--- src/rtl/flopr_pipe.sv ---
// Elastic DEPTH-stage pipeline register with valid/ready handshake, backpressure and flush.
// Optional occupancy counter output is enabled by defining FLOPR_PIPE_OCC_EN.
module flopr_pipe #(
    parameter int WIDTH = 64,
    parameter int DEPTH = 2
) (
    input  logic             clk,
    input  logic             reset,
    input  logic             flush,
    input  logic             in_valid,
    output logic             in_ready,
    input  logic [WIDTH-1:0] in_data,
    output logic             out_valid,
    input  logic             out_ready,
    output logic [WIDTH-1:0] out_data
`ifdef FLOPR_PIPE_OCC_EN
    ,
    output logic [$clog2(DEPTH+1)-1:0] occ
`endif
);

    logic [DEPTH-1:0] v_q, v_d;
    logic [WIDTH-1:0] d_q [DEPTH];
    logic [WIDTH-1:0] d_d [DEPTH];
    logic [DEPTH:0]   adv;
    logic             in_fire;

    // A stage may load when it is empty or everything downstream of it moves.
    always_comb begin
        logic carry;
        carry      = out_ready;
        adv        = '0;
        adv[DEPTH] = carry;
        for (int i = DEPTH - 1; i >= 0; i--) begin
            carry  = ~v_q[i] | carry;
            adv[i] = carry;
        end
    end

    assign in_ready  = adv[0] & ~flush;
    assign in_fire   = in_valid & in_ready;
    assign out_valid = v_q[DEPTH-1];
    assign out_data  = d_q[DEPTH-1];

    always_comb begin
        v_d = v_q;
        d_d = d_q;
        if (adv[0]) begin
            v_d[0] = in_fire;
            if (in_fire) begin
                d_d[0] = in_data;
            end
        end
        // Bubbles move forward but never overwrite the data a stage already holds.
        for (int i = 1; i < DEPTH; i++) begin
            if (adv[i]) begin
                v_d[i] = v_q[i-1];
                if (v_q[i-1]) begin
                    d_d[i] = d_q[i-1];
                end
            end
        end
        if (flush) begin
            v_d = '0;
        end
    end

    always_ff @(posedge clk) begin
        if (reset) begin
            v_q <= '0;
            for (int i = 0; i < DEPTH; i++) begin
                d_q[i] <= '0;
            end
        end else begin
            v_q <= v_d;
            d_q <= d_d;
        end
    end

`ifdef FLOPR_PIPE_OCC_EN
    localparam int OCC_W = $clog2(DEPTH + 1);

    logic [OCC_W-1:0] occ_q, occ_d;
    logic             out_fire;

    assign out_fire = out_valid & out_ready;

    always_comb begin
        occ_d = occ_q;
        if (flush) begin
            occ_d = '0;
        end else if (in_fire && !out_fire) begin
            occ_d = occ_q + OCC_W'(1);
        end else if (!in_fire && out_fire) begin
            occ_d = occ_q - OCC_W'(1);
        end
    end

    always_ff @(posedge clk) begin
        if (reset) begin
            occ_q <= '0;
        end else begin
            occ_q <= occ_d;
        end
    end

    assign occ = occ_q;
`endif

endmodule

--- config.mk ---
export PLATFORM = sky130hd
export DESIGN_NAME = flopr_pipe
export DESIGN_NICKNAME = d
export VERILOG_FILES = /design/src/rtl/flopr_pipe.sv
export SDC_FILE = /design/constraint.sdc
export NUM_CORES = 1
export LEC_CHECK = 0
export ABC_AREA = 1
export BUFFER_PORTS_ARGS = -buffer_cell sky130_fd_sc_hd__buf_2
export CORE_MARGIN = 4
export CORE_UTILIZATION = 45
export CTS_CLUSTER_SIZE = 16
export DETAILED_ROUTE_END_ITERATION = 10
export HOLD_SLACK_MARGIN = 0.05
export PLACE_DENSITY = 0.68
export SLEW_MARGIN = 20
export SYNTH_ARGS = -nofsm -noshare
export SYNTH_HDL_FRONTEND = slang
export SYNTH_SLANG_ARGS = --single-unit
--- constraint.sdc ---
create_clock -name clk -period 1.85 [get_ports clk]
set_input_delay 0.185 -clock clk [delete_from_list [all_inputs] [get_ports clk]]
set_output_delay 0.185 -clock clk [all_outputs]
set_load 0.005 [all_outputs]
==> impl_summary.md, run 1 <==
Status
The flow ran to the end, and the final reports show no timing, DRC or antenna violations.

Worst setup path
The biggest fanout along the worst timing path is 29. The cell family contributing the most delay on the critical path is buffers and inverters. On the worst path, the slowest cell contributes a delay of 360 ps. The element type at the critical path end is a primary output. The worst setup path is launched from a flop. The required time reported for the critical path endpoint is 1660 ps. For this design, the slowest cell found on the critical path is sky130_fd_sc_hd__dfxtp_1. Counting both buffers and inverters, the worst setup path holds a total of 3. In this run the register-to-register setup slack is 390 ps.

The class of the most critical setup path is flop to primary output. The signal on the critical path passes through nand3_2 > buf_4 > nand2_1 > inv_1 > buf_2. The data arrival time of the critical path is 1470 ps.

Routing
The first-pass iteration count of the detailed router is 4. Wires add up to 12800 um. The average routed wire per standard cell is 11.3 um.

The DRC marker count from the first detailed-route iteration is 331. The count of nets left with antenna violations once routing finished came out at 0. The per-cell via count in the routed design is 4.38. The vias after detailed routing is 4977. For this run, design rule violations remaining after detail routing come to 0.

Final layout
The growth of design area from synthesis to finish is 13.6%. The number of inserted diodes is 0. Cells with a size suffix above 1 make up 19.9% of the layout. The finished layout holds 1136 standard cells, fillers aside.

The number of nets in the final layout is 1017.

CTS
In this run, post-CTS repair resized a total of 0 instances. The CTS tree is done. The depth of the CTS H-tree is 4.

The cell chosen for the clock root is sky130_fd_sc_hd__clkbuf_16. Buffers added to address setup during post-CTS repair amount to 0. Clock tree synthesis found a total of 130 sinks. The number of buffers inserted by hold repair at cts is 0. The clock buffer count from CTS is 17.

For the worst-skew pair, the clock arrives at the later sink with an insertion delay of 410 ps. The clock-pin slew reported for the worst setup and hold paths after clock tree synthesis is 60 ps. The maximum root-to-sink buffer count is 2.

Floorplanning
The number of placement rows is 42. The die is 125 um wide. In this run the vertical extent of the chip is 125 um. The floorplan step defined a die boundary enclosing 15500 sq um. The I/O pin count is 135. The area of the placeable core is 13300 sq um.

For this configuration, the core starts out at a cell density of 46.0%.

Synth
The flip-flop and latch count after synthesis is 130. The synthesized netlist contains 15 unique library cells. After synthesis, the mean cell area works out to 6.77 sq um. The proportion of synthesized chip area in sequential cells is 42.6%.

The number of warning messages in the yosys log is 0. The total nets after synthesis is 971. Counting every instance in the synthesized netlist gives 902. The post-synthesis cell area is 6110 sq um.

Pwr
The switching fraction of total power is 22.7%. The clock network fraction of design power is 47.3%. The internal portion of the total power is 5.38 mW. The combinational share of power is 9.5%. The power density of the placed cells is 1000 nW/um^2. The peak ir drop on the vdd network is 604 uV.

The analysis attributes to net switching a power of 1.58 mW. The leakage component of the power is 3.79 nW. The share of power burned in registers is 43.2%.

Overall power consumption after layout is estimated at 6.96 mW.

GRT
The number of antenna violations at the first check in global routing is 0. The aggregate global-route resource usage is 17.0%. The sum of overflow across all layers after global routing is 0. The global-route wire length before repair is 21900 um. The pin count of the biggest net entering global routing is 67. The via count of the first global-routing pass was 4736.

STA
The total of endpoints with negative setup slack in the final report is 0. Of the available clock period, the critical path in the final layout requires 89.3%. The total count of max-transition violations in the final report is 0.

The final total negative setup slack is 0 ps. The final clock skew is 4.77 ps. The highest clock rate is 606 MHz. Setup repair after global routing left no endpoint under its margin.

The number of failing hold endpoints at the final stage is 0. Counting I/O delays and the setup requirement, the final critical path takes 1650 ps. At the pin with the least slew margin, the transition time is 674 ps. The relative slew slack is 55.1%.

Worst hold path
In this run the worst hold path is classified as input pin to flop.

Place
The count of buffers added on input and output ports is 134. The detailed placement HPWL is 7870 um. The congestion estimate from routability-driven global placement came to 0.742. The cell count after placement is 1105.

Run
Max-cap violations in this run came to 0.
-- state kept, by name, indices dropped and copies added, names as in the netlist --
signal    flops
d_q          64
out_data     64
v_q           2
-- synth_stat cells --
| cell | n | area share (%) |
|---|---|---|
| sky130_fd_sc_hd__nor2_1 | 192 | 12 |
| sky130_fd_sc_hd__inv_1 | 185 | 11 |
| sky130_fd_sc_hd__nand2_1 | 131 | 8.0 |
| sky130_fd_sc_hd__dfxtp_1 | 130 | 43 |
| sky130_fd_sc_hd__buf_4 | 67 | 8.2 |
| sky130_fd_sc_hd__nand4_1 | 64 | 6.6 |
| sky130_fd_sc_hd__o21ai_0 | 55 | 4.5 |
| sky130_fd_sc_hd__buf_2 | 27 | 2.2 |
| sky130_fd_sc_hd__clkbuf_1 | 16 | 0.98 |
| sky130_fd_sc_hd__inv_2 | 12 | 0.74 |
| sky130_fd_sc_hd__buf_6 | 9 | 1.7 |
| sky130_fd_sc_hd__o21ai_1 | 9 | 0.74 |
| sky130_fd_sc_hd__a21oi_1 | 2 | 0.16 |
| sky130_fd_sc_hd__nand3_2 | 2 | 0.33 |
| sky130_fd_sc_hd__nand2_2 | 1 | 0.10 |
-- stage by stage --
stage	setup slack, ps	util [%]	cell area [sq um]	hold slack [ps]
after CTS	149	52.2	6940	78.5
after floorplan	781	-	6110	408
after global placement	220	47.7	6340	458
after detailed placement	357	47.7	6350	467
after global routing	99.2	52.2	6940	104
final	199	52.2	6940	95.8
-- cell type report --
cell class | count | area, sq um
Fill cell | 1381 | 6350
Sequential cell | 130 | 2600
Multi-Input combinational cell | 456 | 1970
Timing Repair Buffer | 146 | 811
Inverter | 197 | 743
Clock buffer | 28 | 557
Tap cell | 176 | 220
Clock inverter | 3 | 40.0
-- power by group through the flow --
stage          Sequential [mW]  Combinational [mW]  Clock (mW)
2_1_floorplan             3.05               0.525           0
3_3_place_gp              3.06               0.660           0
3_5_place_dp              3.07               0.662           0
4_1_cts                   3.01               0.668        3.36
5_1_grt                   3.02               0.780        3.50
6_report                  3.01               0.660        3.29
-- worst register-to-register path, stage by stage (launching register included) --
cell and delay [ps]:
sky130_fd_sc_hd__dfxtp_1 350, sky130_fd_sc_hd__nand2_1 90, sky130_fd_sc_hd__nand2_2 90, sky130_fd_sc_hd__buf_4 540, sky130_fd_sc_hd__o21ai_0 230, sky130_fd_sc_hd__nor2_1 110
-- cells by family (layout without fill, tap and decap cells) --
group,Yosys count,count (layout),share of synthesized area (%)
buffers and inverters,316,374,25.2
AOI/OAI and AO/OA,66,66,5.41
and+or+nand+nor,390,390,26.8
DFF,130,130,42.6
-- worst paths after layout --
kind | start | to | depth (start not counted)
worst max register to register | v_q[1]$_SDFFE_PP0P_ | out_data[23]$_SDFFE_PP0P_ | 5
worst min register to register | out_data[29]$_SDFFE_PP0P_ | out_data[29]$_SDFFE_PP0P_ | 2
worst min-delay path | in_data[10] | d_q[74]$_SDFFE_PP0P_ | 5
worst max-delay path | v_q[0]$_SDFFE_PP0P_ | in_ready | 5
-- layer usage --
layer  vias up  wire (um)  GRT usage, %
li1       2707          -             -
met3        17        748          4.93
met5         -          0             0
met4         0        182          6.71
met2       128       5680          26.9
met1      2125       6190          22.0
-- placed cells by master (no fill, tap or decap) --
cell type                     n
sky130_fd_sc_hd__buf_12       4
sky130_fd_sc_hd__clkbuf_16   17
sky130_fd_sc_hd__inv_1      184
sky130_fd_sc_hd__nand2_1    131
sky130_fd_sc_hd__o21ai_0     55
sky130_fd_sc_hd__clkbuf_1     2
sky130_fd_sc_hd__inv_4        1
sky130_fd_sc_hd__a21oi_1      2
sky130_fd_sc_hd__nand3_2      2
sky130_fd_sc_hd__buf_2      134
sky130_fd_sc_hd__bufinv_16    1
sky130_fd_sc_hd__clkbuf_8     9
sky130_fd_sc_hd__clkinv_2     3
sky130_fd_sc_hd__inv_2       11
sky130_fd_sc_hd__buf_4        8
sky130_fd_sc_hd__nor2_1     192
sky130_fd_sc_hd__dfxtp_1    130
sky130_fd_sc_hd__nand4_1     64
sky130_fd_sc_hd__o21ai_1      9
sky130_fd_sc_hd__nand2_2      1
(Power assumes the default switching activity.)
==> run 2, diff against run 1 <==
--- a/config.mk
+++ b/config.mk
@@ -9,10 +9,10 @@
 export BUFFER_PORTS_ARGS = -buffer_cell sky130_fd_sc_hd__buf_2
 export CORE_MARGIN = 4
 export CORE_UTILIZATION = 45
-export CTS_CLUSTER_SIZE = 16
+export CTS_CLUSTER_SIZE = 12
 export DETAILED_ROUTE_END_ITERATION = 10
 export HOLD_SLACK_MARGIN = 0.05
-export PLACE_DENSITY = 0.68
+export PLACE_DENSITY = 0.71
 export SLEW_MARGIN = 20
 export SYNTH_ARGS = -nofsm -noshare
 export SYNTH_HDL_FRONTEND = slang
==> constraint.sdc (replaced) <==
create_clock -name clk -period 1.3 [get_ports clk]
set_input_delay 0.13 -clock clk [delete_from_list [all_inputs] [get_ports clk]]
set_output_delay 0.13 -clock clk [all_outputs]
set_load 0.005 [all_outputs]
==> run 2 against run 1 <==
- the flow now finishes with violations (negative setup slack)
- via count increased by 8.7%
- flip-flop and latch count stayed put
- worst hold slack got worse by 32 ps
- clock skew up 1.3 ps
- sequential power is 43% higher
- combinational power up 73%
- largest power group is now registers
- wire length up 22%
- critical endpoint unchanged
- cell count up 5.8%
- design area is 11% higher
- sequential share of layout area is 3.8 points lower
==> impl_summary.md, run 2 (same netlist as run 1, synthesis figures left out) <==
STA
The final worst-path setup slack is -12.9 ps. The worst path uses 101% of the clock period. Timing would allow up to 762 MHz. The total count of max-transition violations in the final report was 0. The number of failing hold endpoints at the final stage is 0. Setup repair after global routing could not meet its margin everywhere. The total of endpoints with negative setup slack in the final report is 1. For the pin with the worst max-slew slack, the measured transition is 370 ps.

Hold is met by 64.3 ps. The final critical delay including setup and external delays is 1310 ps. For the final database, setup skew stands at 6.02 ps. The relative slew slack is 75.3%.

CTS
The clock buffer count from CTS is 17. The clock-pin slew reported for the worst setup and hold paths after clock tree synthesis is 60 ps. The cell sitting at the root of the clock tree is a sky130_fd_sc_hd__clkbuf_16.

The source-to-sink clock delay at the later pin of the worst-skew pair is 410 ps. TritonCTS built the clock tree. The H-tree generated during clock tree synthesis spans 4 levels.

The maximum root-to-sink buffer count is 2. CTS saw 130 sinks.

Place
The global placement routability congestion is 0.782. The HPWL after detailed placement is 8760 um. The number of I/O port buffers is 134. Including well taps, the total number of placed cells is 1111.

GRT
The via count of the first global-routing pass is 5105. The busiest layer in global routing is met2. The global-route wire length before repair is 24700 um.

The global routing met2 resource utilization is 32.7%. The global-route met3 utilization is 5.79%. The total overflow left after global routing is 0.

For this run, the total global-route usage over all layers was measured as 19.6%. The number of antenna violations at the first check in global routing came to 1. The met1 track demand over resource in global routing is 23.6%. The pin count of the biggest net entering global routing is 52.

Final layout
The most common library cell in the layout ignoring fill and taps is sky130_fd_sc_hd__nor2_1. The post-route netlist has 20.9% of its cells at a drive strength greater than 1. The number of inserted diodes is 0. Excluding fillers, the count of instances in the completed layout stands at 1202. The growth of design area from synthesis to finish is 26.7%. After the last flow step, the layout net total stands at 1083. The library cells used most frequently in the layout, excluding fill and tap cells, are 187 x sky130_fd_sc_hd__nor2_1, 183 x sky130_fd_sc_hd__inv_1, 133 x sky130_fd_sc_hd__buf_2, 130 x sky130_fd_sc_hd__nand2_1, 128 x sky130_fd_sc_hd__dfxtp_1.

Routing
In the routed design, unresolved DRC markers number 0. The sum of routed wire length over all layers is 15600 um. Dividing the detail-routed via count by the number of cells gives 4.50. The number of nets with antenna violations after detailed routing is 0. The first TritonRoute pass finished after 6 iterations.

The average routed wire per standard cell is 12.9 um. The vias after detailed routing is 5410. In this run, the number of DRC markers left after iteration 0 of detailed routing was 322.

Floorplanning
The initial cell density of the core is 46.0%. After floorplanning, the core was divided into 42 placement rows. The die covers 15500 sq um. The floorplan step set the die height to 125 um. The horizontal extent of the die is 125 um. The I/O pin count is 135. The core region is 13300 sq um.

Worst setup path
In this run the worst path has a maximum fanout of 2. Data arrives at the worst endpoint at 1180 ps. The required time reported for the critical path endpoint is 1170 ps. The sort of element at the start of the critical path is a flop. The worst setup path is of the flop to primary output kind. The worst setup path is captured at a primary output.

Status
The run finished, with violations left. The final reports fail on negative setup slack.

Run
Across the run, the number of max-cap violations was 0.

Pwr
The leakage component of the power is 4.15 nW. The power density of the placed cells is 1250 nW/um^2. The peak ir drop on the vdd network is 855 uV.

Worst hold path
The worst min-delay path class is input pin to flop.
run 2: metrics by stage:
step | instance area, sq um | worst slack [ps] | TNS [ps] | power [mW] | util (%)
5_1_grt | 7740 | -49.3 | -78.6 | 10.1 | 58.2
2_1_floorplan | 6110 | 231 | 0 | 5.09 | -
4_1_cts | 7620 | -24.7 | -24.7 | 9.73 | 57.3
3_3_place_gp | 6480 | 169 | 0 | 5.34 | 48.7
3_5_place_dp | 6480 | 137 | 0 | 5.35 | 48.7
6_report | 7740 | -12.9 | -12.9 | 9.67 | 58.2
run 2: timing repair:
| action | in CTS | in global routing |
|---|---|---|
| hold buffers | 51 | 0 |
| setup buffers | 4 | 0 |
| hold endpoints to repair | 51 | 0 |
| gates cloned | 2 | 3 |
| endpoints found under the setup margin | 1 | 63 |
| pin swaps | 1 | 1 |
| gates resized for setup | 4 | 38 |
run 2: per-layer routing:
layer	share of wire [%]	vias to the layer above
li1	-	2848
met5	0.084	-
met1	42	2340
met4	2.7	2
met3	7.3	37
met2	48	183
run 2: critical path: stages, from the launching register on:
cell,delay (ps)
sky130_fd_sc_hd__dfxtp_2,350
sky130_fd_sc_hd__nand3_4,90
sky130_fd_sc_hd__buf_12,140
sky130_fd_sc_hd__nand2_4,40
sky130_fd_sc_hd__inv_2,40
sky130_fd_sc_hd__buf_6,110
run 2: power by group:
group          switching [mW]  internal [mW]
sequential             0.0974           4.19
combinational           0.606          0.539
clock                    1.63           2.60
run 2: worst paths after layout:
check,from,end,slack [ps],depth (start not counted)
setup / recovery,v_q[1]$_SDFFE_PP0P_,in_ready,-10,5
setup reg to reg,v_q[1]$_SDFFE_PP0P_,out_data[6]$_SDFFE_PP0P_,40,7
hold / removal,in_data[16],d_q[80]$_SDFFE_PP0P_,60,5
hold reg to reg,out_data[17]$_SDFFE_PP0P_,out_data[17]$_SDFFE_PP0P_,470,2
run 2: cell type report:
cell class | instances | area [sq um]
fill | 1232 | 5560
sequential | 130 | 2610
multi-input combinational | 456 | 2010
timing repair buffer | 212 | 1640
inverter | 197 | 748
clock buffer | 25 | 495
tap | 176 | 220
clock inverter | 6 | 30.0
==> run 3, diff against run 2 <==
--- a/config.mk
+++ b/config.mk
@@ -5,7 +5,6 @@
 export SDC_FILE = /design/constraint.sdc
 export NUM_CORES = 1
 export LEC_CHECK = 0
-export ABC_AREA = 1
 export BUFFER_PORTS_ARGS = -buffer_cell sky130_fd_sc_hd__buf_2
 export CORE_MARGIN = 4
 export CORE_UTILIZATION = 45
==> run 3 against run 2 <==
- the flow still finishes with violations (negative setup slack)
- die area decreased by 3.5%
- sequential share of layout area increased by 0.51 points
- sequential power decreased by 3%
- first-iteration DRC count increased by 13%
- clock skew increased by 0.55 ps
- fmax decreased by 2.6%
- wire length decreased by 8.9%
- flip-flop and latch count unchanged
- total power decreased by 0.31%
- clock-buffer cell count decreased by 4
- register-to-register slack got worse by 90 ps
- clock power increased by 8.5%
- largest cell class unchanged
==> impl_summary.md, run 3 <==
GRT
The number of antenna violations at the first check in global routing is 1. Entering global routing, the biggest net connects 97 pins. The sum of overflow across all layers after global routing is 0. The aggregate global-route resource usage is 19.0%. The first global-routing pass estimated 22800 um of wire. The via count of the first global-routing pass is 4678.

Final layout
The final core utilization is 60.0%. The library cell used most frequently in the layout, excluding fill and tap cells, is sky130_fd_sc_hd__buf_2. The share of post-route cells with drive strength above 1 is 25.3%. In the layout the commonest cells are 133 x sky130_fd_sc_hd__buf_2, 129 x sky130_fd_sc_hd__nand2b_1, 128 x sky130_fd_sc_hd__dfxtp_1, 65 x sky130_fd_sc_hd__a21oi_1, 65 x sky130_fd_sc_hd__dlygate4sd3_1. The area growth from synthesis to layout is 29.7%. The net count of the finished layout is 831. The finished cells cover 7630 sq um.

STA
The total count of max-transition violations in the final report is 0. For the pin with the worst max-slew slack, the measured transition is 317 ps. Derived from the worst setup path, the maximum achievable clock frequency is 742 MHz. In this run the tightest slew margin relative to its limit is 78.9%. The number of failing hold endpoints at the final stage came to 0. The total of endpoints with negative setup slack in the final report is 41. The period utilization is 104%.

Across all hold checks on the routed design, the worst slack comes to 66.9 ps. The smallest clock period supported by the final layout is computed as 1350 ps. The final total negative setup slack is -668 ps. Setup repair after global routing could not meet its margin everywhere. The final clock skew is 6.56 ps. Setup slack on the critical path of the routed design comes to -48.4 ps.

Synth
The post-synthesis cell area is 5880 sq um. After synthesis, the netlist uses 18 different library cells. After synthesis, the share of flip-flops with an asynchronous set or reset is 0%. The flip-flop and latch count after synthesis is 130. The commonest cells after synthesis are 130 x sky130_fd_sc_hd__dfxtp_1, 130 x sky130_fd_sc_hd__nand2b_1, 68 x sky130_fd_sc_hd__buf_4. The average instance in the mapped netlist occupies 9.15 sq um. The number of warning messages in the yosys log is 0.

The count of flip-flops with a built-in enable after synthesis is 0. The leading area contributor after synthesis is sky130_fd_sc_hd__dfxtp_1. In the synthesized netlist, the number of instances is 643. After synthesis, the largest area contributor takes up 44.2% of total cell area.

The proportion of synthesized chip area in sequential cells is 44.2%. In the synthesized netlist the dominant register cell turns out to be sky130_fd_sc_hd__dfxtp_1. Ranked by total cell area, the synthesized netlist is headed by sky130_fd_sc_hd__dfxtp_1 44%, sky130_fd_sc_hd__nand2b_1 14%, sky130_fd_sc_hd__mux2i_1 11%, sky130_fd_sc_hd__buf_4 8.7%, sky130_fd_sc_hd__a21oi_1 5.6%.

The total nets after synthesis is 712.

Status
The final reports fail on negative setup slack. The run finished, with violations left.

Floorplanning
The I/O pin count is 135. The area of the placeable core is 12700 sq um. The die is 122 um tall. Once the floorplan was initialized, standard cells occupied 46.2% of the core. The area of the die is 15000 sq um.

In this run the core area contains 41 standard-cell rows. Measured along the x axis, the die boundary spans 122 um.

Worst setup path
The sort of element at the start of the critical path is a flop. Among cell families on the critical path, the largest total delay comes from buffers and inverters. The worst stage delay on the critical path is 320 ps.

The slowest cell on the critical path is sky130_fd_sc_hd__dfxtp_2. At the worst endpoint, the required time is 1620 ps. The biggest fanout along the worst timing path is 11. The data arrival time of the critical path is 1670 ps. The class of the most critical setup path is flop to flop. STA classifies the critical path endpoint as a flop. The signal on the critical path passes through nor2b_4 > buf_6 > a21oi_4 > buf_12 > buf_12 > mux2i_4. Together, buffers and inverters on the worst path number 3.

The cell that appears most often on the critical path is sky130_fd_sc_hd__buf_12.

Routing
The DRC marker count from the first detailed-route iteration is 365. The vias after detailed routing is 4672. The sum of routed wire length over all layers is 14200 um. The average routed wire per standard cell is 15.0 um. Using the TritonRoute via totals, the vias-per-cell ratio works out to 4.93. The DRC violation count after routing is 0. For this run, the detailed router's first-pass iteration total came to 4. The detail route stage leaves a number of antenna-violating nets equal to 0.

Place
The detailed placement HPWL is 8380 um. Port buffering added 134 buffers. The global placement routability congestion is 0.761. Once placement finished, the instance area stood at 6180 sq um.

Pwr
The leakage component of the power is 3.07 nW. The peak ir drop on the vdd network is 825 uV. Dividing total power by cell area gives a power density of 1260 nW/um^2.

CTS
Clock tree synthesis found a total of 130 sinks. The cell chosen for the clock root is sky130_fd_sc_hd__clkbuf_16. The clock-pin slew reported for the worst setup and hold paths after clock tree synthesis is 50 ps. The clock buffer count from CTS is 17.

The source-to-sink clock delay at the later pin of the worst-skew pair is 400 ps. TritonCTS built the clock tree. No sink is reached through more buffers than the 2 on the longest clock path.

The depth of the CTS H-tree is 4.

Run
Max-cap violations in this run came to 0.

Worst hold path
The worst min-delay path class is input pin to flop.
-- run 3: cell count changes after synthesis, sizes merged, moves of 64 or more --
cell    previous run  this run
a21oi              2        67
nand4             64         0
nand2b             0       130
nor2             192         0
inv              197         1
nand2            132         0
mux2i              0        64
-- run 3: through the flow --
stage	power [mW]	worst slack [ps]	cells
after global placement	4.89	70.9	842
after floorplan	4.71	152	643
after CTS	9.69	-61.7	946
final	9.64	-48.4	948
after detailed placement	4.91	27.1	842
after global routing	9.98	-108	948
-- run 3: worst min-delay path: stages --
cell	delay (ps)
sky130_fd_sc_hd__buf_2	100
sky130_fd_sc_hd__a21oi_1	50
sky130_fd_sc_hd__nor3_1	130
-- run 3: final cells by class --
cell class                 count  area (sq um)
clock inverter                11           104
sequential                   130          2610
antenna                        1          2.50
fill                        1143          5090
tap                          172           215
clock buffer                  21           480
multi-input combinational    392          2490
timing repair buffer         220          1730
inverter                       1          3.75
-- run 3: path summary, 6_finish.rpt --
| path | startpoint | to | slack, ps | cells past startpoint |
|---|---|---|---|---|
| worst max register to register | v_q[1]$_SDFFE_PP0P_ | d_q[79]$_SDFFE_PP0P_ | -50 | 6 |
| worst max-delay path | v_q[1]$_SDFFE_PP0P_ | d_q[79]$_SDFFE_PP0P_ | -50 | 6 |
| worst min register to register | out_data[42]$_SDFFE_PP0P_ | out_data[42]$_SDFFE_PP0P_ | 470 | 2 |
| worst min-delay path | in_valid | v_q[0]$_SDFFE_PP0P_ | 70 | 3 |
-- run 3: power breakdown --
part           total (mW)  internal (mW)  switching [mW]
clock                4.60           2.84            1.76
sequential           4.18           4.11          0.0680
combinational       0.861          0.492           0.369
total                9.64           7.44            2.20
-- run 3: repair_timing --
action / CTS / global route
gates resized for setup: 9 / 5
hold endpoints to repair: 66 / 0
setup endpoints to repair: 1 / 105
pin swaps: 2 / 8
cloned: 3 / 1
hold buffers: 65 / 0
setup buffers: 4 / 0
-- run 3: per-layer routing --
metal | track usage [%] | part of all wire (%) | vias up
met1 | 23.1 | 44 | 2184
met5 | 0 | 0 | -
met2 | 33.3 | 49 | 124
met4 | 5.60 | 1.3 | 0
li1 | - | - | 2349
met3 | 4.65 | 5.1 | 15
-- run 3: cells by family (layout without fill, tap and decap cells) --
family / count (synthesis) / in the layout / synth area share, %
AO/OA/AOI/OAI: 132 / 132 / 11.3
flip-flops: 130 / 130 / 44.2
other: 0 / 1 / 0
buffers and inverters: 121 / 253 / 14.0
AND/OR/NAND/NOR: 196 / 196 / 19.6
multiplexers: 64 / 64 / 10.9
